File: src/rtl/sim_run_controller.sv
// rtl/sim_run_controller.sv - core reset sequencing and run-end detection for the RISC-V benches
// Holds the core in reset, runs it, and latches why the run ended: tohost, pc self-loop or timeout.
module sim_run_controller #(
  parameter int XLEN         = 32,
  parameter int CNT_W        = 32,
  parameter int RESET_CYCLES = 1,
  parameter int MAX_CYCLES   = 11,
  parameter int STALL_LIMIT  = 8,
  parameter int AUTO_START   = 1
) (
  input  logic             clk,
  input  logic             reset,
  input  logic             start,
  input  logic [XLEN-1:0]  pc,
  input  logic             tohost_we,
  input  logic [XLEN-1:0]  tohost_data,
  output logic             core_reset,
  output logic             running,
  output logic             done,
  output logic             pass,
  output logic             fail,
  output logic             halted,
  output logic             timeout,
  output logic [XLEN-1:0]  exit_code,
  output logic [CNT_W-1:0] cycle_count
);

  localparam int HOLD_W  = (RESET_CYCLES > 1) ? $clog2(RESET_CYCLES) : 1;
  localparam int STALL_W = $clog2(STALL_LIMIT);
  localparam logic [HOLD_W-1:0]  HOLD_LAST  = HOLD_W'(RESET_CYCLES - 1);
  localparam logic [STALL_W-1:0] STALL_LAST = STALL_W'(STALL_LIMIT - 2);
  localparam logic [CNT_W-1:0]   CNT_LAST   = CNT_W'(MAX_CYCLES - 1);

  typedef enum logic [1:0] {S_IDLE, S_HOLD, S_RUN, S_DONE} state_t;

  state_t             r_state;
  logic               r_core_reset;
  logic               r_running;
  logic               r_done;
  logic               r_pass;
  logic               r_fail;
  logic               r_halted;
  logic               r_timeout;
  logic [XLEN-1:0]    r_exit_code;
  logic [CNT_W-1:0]   r_cycle_count;
  logic [HOLD_W-1:0]  r_hold;
  logic [STALL_W-1:0] r_stall;
  logic [XLEN-1:0]    r_pc_prev;

  logic w_enter_hold;
  logic w_pc_same;
  logic w_exit_tohost;
  logic w_halt;
  logic w_timeout;
  logic w_end;

  assign w_enter_hold  = ((r_state == S_IDLE) && ((AUTO_START != 0) || start)) ||
                         ((r_state == S_DONE) && start);
  // The first RUN cycle (count still zero) always counts as a pc change.
  assign w_pc_same     = (pc == r_pc_prev) && (r_cycle_count != '0);
  assign w_exit_tohost = tohost_we && tohost_data[0];
  assign w_halt        = w_pc_same && (r_stall == STALL_LAST);
  assign w_timeout     = (r_cycle_count == CNT_LAST);
  assign w_end         = w_exit_tohost || w_halt || w_timeout;

  always_ff @(posedge clk) begin
    if (reset) begin
      r_state       <= S_IDLE;
      r_core_reset  <= 1'b1;
      r_running     <= 1'b0;
      r_done        <= 1'b0;
      r_pass        <= 1'b0;
      r_fail        <= 1'b0;
      r_halted      <= 1'b0;
      r_timeout     <= 1'b0;
      r_exit_code   <= '0;
      r_cycle_count <= '0;
      r_hold        <= '0;
      r_stall       <= '0;
      r_pc_prev     <= '0;
    end else begin
      r_pc_prev <= pc;
      if (w_enter_hold) begin
        r_state       <= S_HOLD;
        r_core_reset  <= 1'b1;
        r_running     <= 1'b0;
        r_done        <= 1'b0;
        r_pass        <= 1'b0;
        r_fail        <= 1'b0;
        r_halted      <= 1'b0;
        r_timeout     <= 1'b0;
        r_exit_code   <= '0;
        r_cycle_count <= '0;
        r_hold        <= '0;
        r_stall       <= '0;
      end else begin
        case (r_state)
          S_HOLD: begin
            if (r_hold == HOLD_LAST) begin
              r_state      <= S_RUN;
              r_core_reset <= 1'b0;
              r_running    <= 1'b1;
            end else begin
              r_hold <= r_hold + 1'b1;
            end
          end
          S_RUN: begin
            r_cycle_count <= r_cycle_count + 1'b1;
            r_stall       <= w_pc_same ? r_stall + 1'b1 : '0;
            if (w_exit_tohost) begin
              r_pass      <= (tohost_data == XLEN'(1));
              r_fail      <= (tohost_data != XLEN'(1));
              r_exit_code <= tohost_data >> 1;
            end else if (w_halt) begin
              r_halted <= 1'b1;
            end else if (w_timeout) begin
              r_timeout <= 1'b1;
            end
            if (w_end) begin
              r_state   <= S_DONE;
              r_running <= 1'b0;
              r_done    <= 1'b1;
            end
          end
          S_IDLE, S_DONE: begin
          end
          default: r_state <= S_IDLE;
        endcase
      end
    end
  end

  assign core_reset  = r_core_reset;
  assign running     = r_running;
  assign done        = r_done;
  assign pass        = r_pass;
  assign fail        = r_fail;
  assign halted      = r_halted;
  assign timeout     = r_timeout;
  assign exit_code   = r_exit_code;
  assign cycle_count = r_cycle_count;

endmodule

File: config.mk
export PLATFORM = sky130hd
export DESIGN_NAME = sim_run_controller
export DESIGN_NICKNAME = d
export VERILOG_FILES = /design/src/rtl/sim_run_controller.sv
export SDC_FILE = /design/constraint.sdc
export NUM_CORES = 1
export LEC_CHECK = 0
export ABC_CLOCK_PERIOD_IN_PS = 1910
export CAP_MARGIN = 15
export CELL_PAD_IN_SITES_DETAIL_PLACEMENT = 0
export CELL_PAD_IN_SITES_GLOBAL_PLACEMENT = 1
export CORE_MARGIN = 3
export CORE_UTILIZATION = 30
export DETAILED_ROUTE_END_ITERATION = 16
export HOLD_SLACK_MARGIN = 0.02
export PLACE_DENSITY = 0.86
export SLEW_MARGIN = 40
export SYNTH_ARGS = -nofsm -noshare
export SYNTH_HDL_FRONTEND = slang
export SYNTH_SLANG_ARGS = --single-unit
File: constraint.sdc
create_clock -name clk -period 1.91 [get_ports clk]
set_input_delay 0.382 -clock clk [delete_from_list [all_inputs] [get_ports clk]]
set_output_delay 0.382 -clock clk [all_outputs]
set_load 0.01 [all_outputs]
==> results of run 1 <==
==> Yosys cell counts (3+ instances only) <==
master,count
inv_1,9
nand2b_1,5
o21ai_0,3
xor2_1,5
and4_1,3
buf_1,3
dfxtp_1,107
nand2_1,86
nor2_1,32
nand4_1,22
a21oi_1,47
nor2b_1,34
xnor2_1,50
nor3_1,9
and2_1,3
clkbuf_1,18
nand3_1,10
o21ai_1,5
nor4_1,25
ha_1,5
or3_1,8
==> layer usage <==
metal  vias to the layer above  wire length (µm)  track usage, %
met4                         0               223           5.994
met3                        13               738           3.721
li1                       2075                 -               -
met2                        96              6167           25.87
met1                      1927              5227           18.93
met5                         -                 0               0
==> sequential cells by signal, summed over array words and instances (netlist names) <==
signal	flops
core_reset	1
fail	1
r_pc_prev	32
exit_code	31
r_state	2
r_stall	3
running	1
done	1
timeout	1
pass	1
cycle_count	32
halted	1
==> stage by stage <==
stage / area, µm² / hold slack (ns) / instances / total power (µW)
2_1_floorplan: 4442 / 0.4489 / 509 / 2581
3_3_place_gp: 6321 / 0.4352 / 851 / 2863
3_5_place_dp: 6321 / 0.4425 / 851 / 2875
4_1_cts: 6620 / 0.4571 / 867 / 4702
5_1_grt: 6685 / 0.4703 / 869 / 4837
6_report: 6685 / 0.4552 / 869 / 4614
==> worst max-delay path: cells and delay by family, from the launching register on <==
kind / cells / cell delay, ns
flops: 1 / 0.40
simple gates: 4 / 1.30
compound gates: 1 / 0.12
==> layout by cell type, fill, tap and decap left out, drive strengths merged, types with 2 or more instances in the layout <==
| cell | netlist | final |
|---|---|---|
| clkdlybuf4s50 | 0 | 137 |
| dfxtp | 107 | 107 |
| nand2 | 86 | 86 |
| inv | 10 | 13 |
| a21oi | 47 | 47 |
| buf | 7 | 52 |
| and3 | 2 | 2 |
| nand4 | 23 | 23 |
| nand3 | 10 | 10 |
| ha | 5 | 5 |
| o21ai | 8 | 8 |
| nor4 | 25 | 25 |
| or4 | 2 | 2 |
| or3 | 8 | 8 |
| nor2 | 32 | 32 |
| xor2 | 5 | 5 |
| xnor2 | 50 | 50 |
| nand2b | 5 | 5 |
| and4 | 3 | 3 |
| clkbuf | 18 | 11 |
| nor3 | 9 | 9 |
| and2 | 3 | 3 |
| nor2b | 34 | 34 |
==> cells by family after synthesis <==
logic type | synth area share (%)
buffers and inverters | 3.292
AND/OR/NAND/NOR | 28.41
AO/OA/AOI/OAI | 7.293
adder cells (fa/ha/maj) | 1.419
XOR/XNOR | 10.93
flip-flops | 48.58
other | 0.08505
==> how the worst max path moves through the flow <==
stage	depth (start not counted)	from	slack, ns	to
CTS	6	cycle_count[1]	0.05	cycle_count[26]
global route	5	cycle_count[13]	-0.04	cycle_count[29]
global placement	7	pc[28]	-0.22	timeout
finish	5	cycle_count[13]	0.009	cycle_count[29]
detailed placement	7	pc[2]	-0.26	timeout
floorplan	7	r_state[1]	0.01	cycle_count[25]
==> cell type report <==
cell class                 instances  area share [%]
multi-input combinational        367           32.72
clock inverter                     5          0.6363
clock buffer                      11           3.631
inverter                          10          0.5615
tap                              180           3.369
timing repair buffer             189           26.73
sequential                       107           32.36
==> power by group <==
part	internal (µW)	switching [µW]
Combinational	279	232
Clock	938	857
Sequential	2280	26.0
Total	3500	1120
==> repair_timing <==
action                                  CTS  global route
pin swaps                                 0             4
endpoints found under the setup margin    9            12
resized for setup                         3            10
setup buffers                             0             2
==> results by group, run 1 <==
Run status
  • Outcome: finished, final reports clean

Setup path
  • Worst-path fanout max: 7
  • Crit start category: flop
  • R2r setup slk: 0.009 ns
  • WP data required: 2.18 ns
  • RR Startpoint: cycle_count[13]
  • R2R Path End: cycle_count[29]
  • Largest incremental delay on the critical path: 0.61 ns
  • CP Capture Type: flop
  • Worst r2r path cells: 5
  • Slowest cell on the critical path: or4_4
  • Arrival @ worst endpoint: 2.18 ns
  • Critical-path cell list: and4_4 -> nand4_4 -> or4_4 -> or3_1 -> a21oi_1
  • Crit path kind: flop to flop

Clock tree
  • Worst-Skew Late Latency: 0.35 ns
  • Root buffer cell: clkbuf_16
  • CTS Buffer Depth: 2
  • CTS Hold Bufs: 0
  • TritonCTS Buffers: 9
  • H-tree depth: 3
  • # clock sinks: 107
  • CTS tree: yes
  • Worst-path clk slew: 0.08 ns

Finish
  • Register area: 2163 µm²
  • Layout cells sized above 1: 13.50%
  • Antenna Cells: 0
  • Multi-input gate area: 2187 µm²
  • Area Overhead vs Synth: 51.62%
  • Fillcell total: 1362
  • Nets: 757
  • Final Core Density: 47.25%

Synth
  • Share of the synthesized area in the top cell type: 48.58%
  • Post-Syn Instances: 509
  • Area contributors post-synth: dfxtp_1, xnor2_1, nand2_1, a21oi_1, nor2b_1
  • EDFF count, synth: 0
  • Avg Inst Size Synth: 8.663 µm²
  • Flop and latch count out of synthesis: 107
  • Async S/R FF share, synth: 0%
  • YS warnings: 0
  • Synth cell types: 38
  • Top_reg_cell synth: dfxtp_1
  • Post-Syn Area: 4409 µm²
  • Seq/Total Area, Yosys: 48.58%
  • Net Count, Synth: 582
  • Post-synth top area cell: dfxtp_1

STA
  • Final setup viols: 0
  • Worst Skew: 0.01401 ns
  • Minimum clock period: 1.901 ns
  • Final Hold Viols: 0
  • Setup TNS: 0 ns
  • Setup WS post-layout: 0.008673 ns
  • RSZ-0062 raised after global routing: yes
  • Slew Viols, Final: 0
  • Fmax: 525.9 MHz
  • Ratio of final minimum period to clock period: 99.55%

Power and ir drop
  • Power density over the cells: 690.1 nW/µm²
  • Worst ir drop on vdd: 0.3860 mV
  • Pleak: 0.002294 µW

Hold path
  • Worst Hold Class: flop to flop
  • Worst Hold Depth: 2
  • End of the worst hold path: exit_code[27]
  • HP Start: exit_code[27]

Placed design
  • Post-DP HPWL: 9321 µm
  • Port bufs: 137
  • DP Worst Slack: -0.2573 ns
  • GP Congestion: 0.8363

Floorplan
  • Initial core utilization: 31.16%
  • Die Wd: 127.2 µm
  • Cell Rows: 43
  • I/O pins: 139
  • Die ar.: 16190 µm²
  • Die H: 127.2 µm
  • Core Box Area: 14150 µm²

Global route
  • Largest net degree at the start of global routing: 42
  • Gr ovfl total: 0
  • First-pass GRT wire length: 20070 µm
  • GRT Util Overall: 15.34%
  • Initial antenna violation count: 0
  • Vias in the first global route: 4067

Route
  • Post-route ant nets: 0
  • Iteration-0 DRC Markers: 206
  • Wirelength, routed: 12360 µm
  • Routed vias: 4111
  • Routed wire per std cell: 14.22 µm
  • Vias per cell: 4.731
  • Drt drc: 0
  • DR pass1 iterations: 4

Flow run
  • Max_cap viols: 0
No activity file was read; power rests on OpenSTA's default activity.
==> run 2: changes to the inputs <==
CORE_ASPECT_RATIO = 0.6   (was unset)
CORE_MARGIN = unset   (was 3)
SLEW_MARGIN = unset   (was 40)
==> run 2 against run 1 <==
Against the previous run:
- sequential share of layout area shrank 0.97 points
- register-to-register slack gained 0.03 ns
- highest routed layer unchanged
- first-iteration DRC count shrank 2.9%
==> results by group, run 2 (same netlist as run 1, synthesis figures left out) <==
Power and ir drop
  • Power share of the clock group: 40.4%
  • Power density over the cells: 696.7 nW/µm²
  • Internal power: 3654 µW
  • Worst ir drop on vdd: 0.5043 mV
  • Switching power: 1168 µW
  • Switching share of power: 24.22%
  • Pleak: 0.002421 µW
  • Register share of total power: 47.8%
  • Combinational power share: 11.8%

Clock tree
  • CTS Buffer Depth: 2
  • TritonCTS Buffers: 9
  • H-tree depth: 3
  • CTS Hold Bufs: 0
  • Worst-Skew Late Latency: 0.35 ns
  • Worst-path clk slew: 0.07 ns
  • # clock sinks: 107
  • CTS tree: yes
  • Root buffer cell: clkbuf_16

Setup path
  • Worst-path fanout max: 8
  • Crit path kind: flop to flop
  • CP Capture Type: flop
  • Crit start category: flop
  • Critical-path cell list: and4_4 -> nand4_4 -> or4_4 -> or3_4 -> a21oi_2
  • Arrival @ worst endpoint: 2.15 ns
  • WP data required: 2.19 ns
  • Largest incremental delay on the critical path: 0.62 ns
  • Slowest cell on the critical path: or4_4

STA
  • RSZ-0062 raised after global routing: yes
  • Final Hold Viols: 0
  • Slew Viols, Final: 0
  • Minimum clock period: 1.872 ns
  • Fmax: 534.1 MHz
  • Ratio of final minimum period to clock period: 98.03%
  • Final setup viols: 0
  • Worst Skew: 0.01243 ns

Floorplan
  • Cell Rows: 33
  • Core Box Area: 14000 µm²
  • Die ar.: 15200 µm²
  • I/O pins: 139
  • Initial core utilization: 31.50%
  • Die H: 95.91 µm
  • Die Wd: 158.5 µm

Route
  • Vias per cell: 4.747
  • Wirelength, routed: 12790 µm
  • Post-route ant nets: 0
  • Routed wire per std cell: 14.27 µm
  • DR pass1 iterations: 4
  • Iteration-0 DRC Markers: 200
  • Drt drc: 0
  • Routed vias: 4253

Global route
  • Largest net degree at the start of global routing: 35
  • GRT Util Overall: 17.27%
  • First-pass GRT wire length: 20240 µm
  • Gr ovfl total: 0
  • Vias in the first global route: 4105
  • Initial antenna violation count: 0

Finish
  • Most common cell after layout, fill and taps aside: clkdlybuf4s50_1
  • Layout cells sized above 1: 16.19%
  • Nets: 772
  • Antenna Cells: 0
  • Fin cells: 896
  • Area Overhead vs Synth: 56.95%
  • Highest-count cells in the layout ignoring fill and taps: clkdlybuf4s50_1, dfxtp_1, nand2_1
  • Final Core Density: 49.44%

Flow run
  • Max_cap viols: 0

Placed design
  • Placed insts: 874
  • Port bufs: 137
  • GP Congestion: 0.8343
  • Post-DP HPWL: 9834 µm

Hold path
  • Worst Hold Class: primary input to flop

Run status
  • Outcome: finished, final reports clean
[run 2: what timing repair did]
item                       CTS  global route
gates resized for setup      3            18
setup endpoints to repair   12            17
setup buffers                0             6
pin swaps                    0             9
[run 2: final cells by class]
cell class | instances | area (µm²)
fill | 1269 | 7077
multi-input combinational | 367 | 2193
sequential | 107 | 2172
timing repair buffer | 204 | 1964
tap | 192 | 240.2
clock buffer | 10 | 229.0
clock inverter | 6 | 83.83
inverter | 10 | 37.54
[run 2: final timing paths]
| check | start | endpoint | slack, ns | depth (start not counted) |
|---|---|---|---|---|
| max | cycle_count[14] | cycle_count[27] | 0.04 | 5 |
| min | pc[4] | r_pc_prev[4] | 0.34 | 2 |
| max reg2reg | cycle_count[14] | cycle_count[27] | 0.04 | 5 |
| min reg2reg | core_reset | core_reset | 0.45 | 2 |
[run 2: critical path, delay by kind of cell, from the launching register on]
family | cells | cell delay (ns)
AOI/OAI and AO/OA | 1 | 0.14
and+or+nand+nor | 4 | 1.31
DFF | 1 | 0.37
[run 2: power groups by stage]
| stage | clock network (µW) | logic [µW] | registers, µW |
|---|---|---|---|
| floorplan | 0 | 216 | 2360 |
| global placement | 0 | 558 | 2360 |
| detailed placement | 0 | 570 | 2360 |
| CTS | 2000 | 574 | 2310 |
| global route | 2090 | 621 | 2310 |
| finish | 1950 | 571 | 2300 |
[run 2: stage by stage]
step | area (µm²) | TNS (ns) | total power (µW) | worst slack (ns) | hold slack [ns]
6_report | 6920 | 0 | 4822 | 0.03761 | 0.3439
5_1_grt | 6920 | -0.02140 | 5024 | -0.01127 | 0.3543
4_1_cts | 6808 | 0 | 4881 | 0.01103 | 0.4506
3_5_place_dp | 6481 | -5.549 | 2930 | -0.3350 | 0.4381
3_3_place_gp | 6481 | -4.100 | 2915 | -0.2972 | 0.4346
2_1_floorplan | 4442 | 0 | 2581 | 0.01390 | 0.4489
[run 2: routing by layer]
metal,vias up,GRT usage [%],routed length (µm)
li1,2107,-,-
met4,0,4.487,99
met2,126,26.13,5531
met1,2011,23.63,6286
met5,-,0,0
met3,9,5.448,872
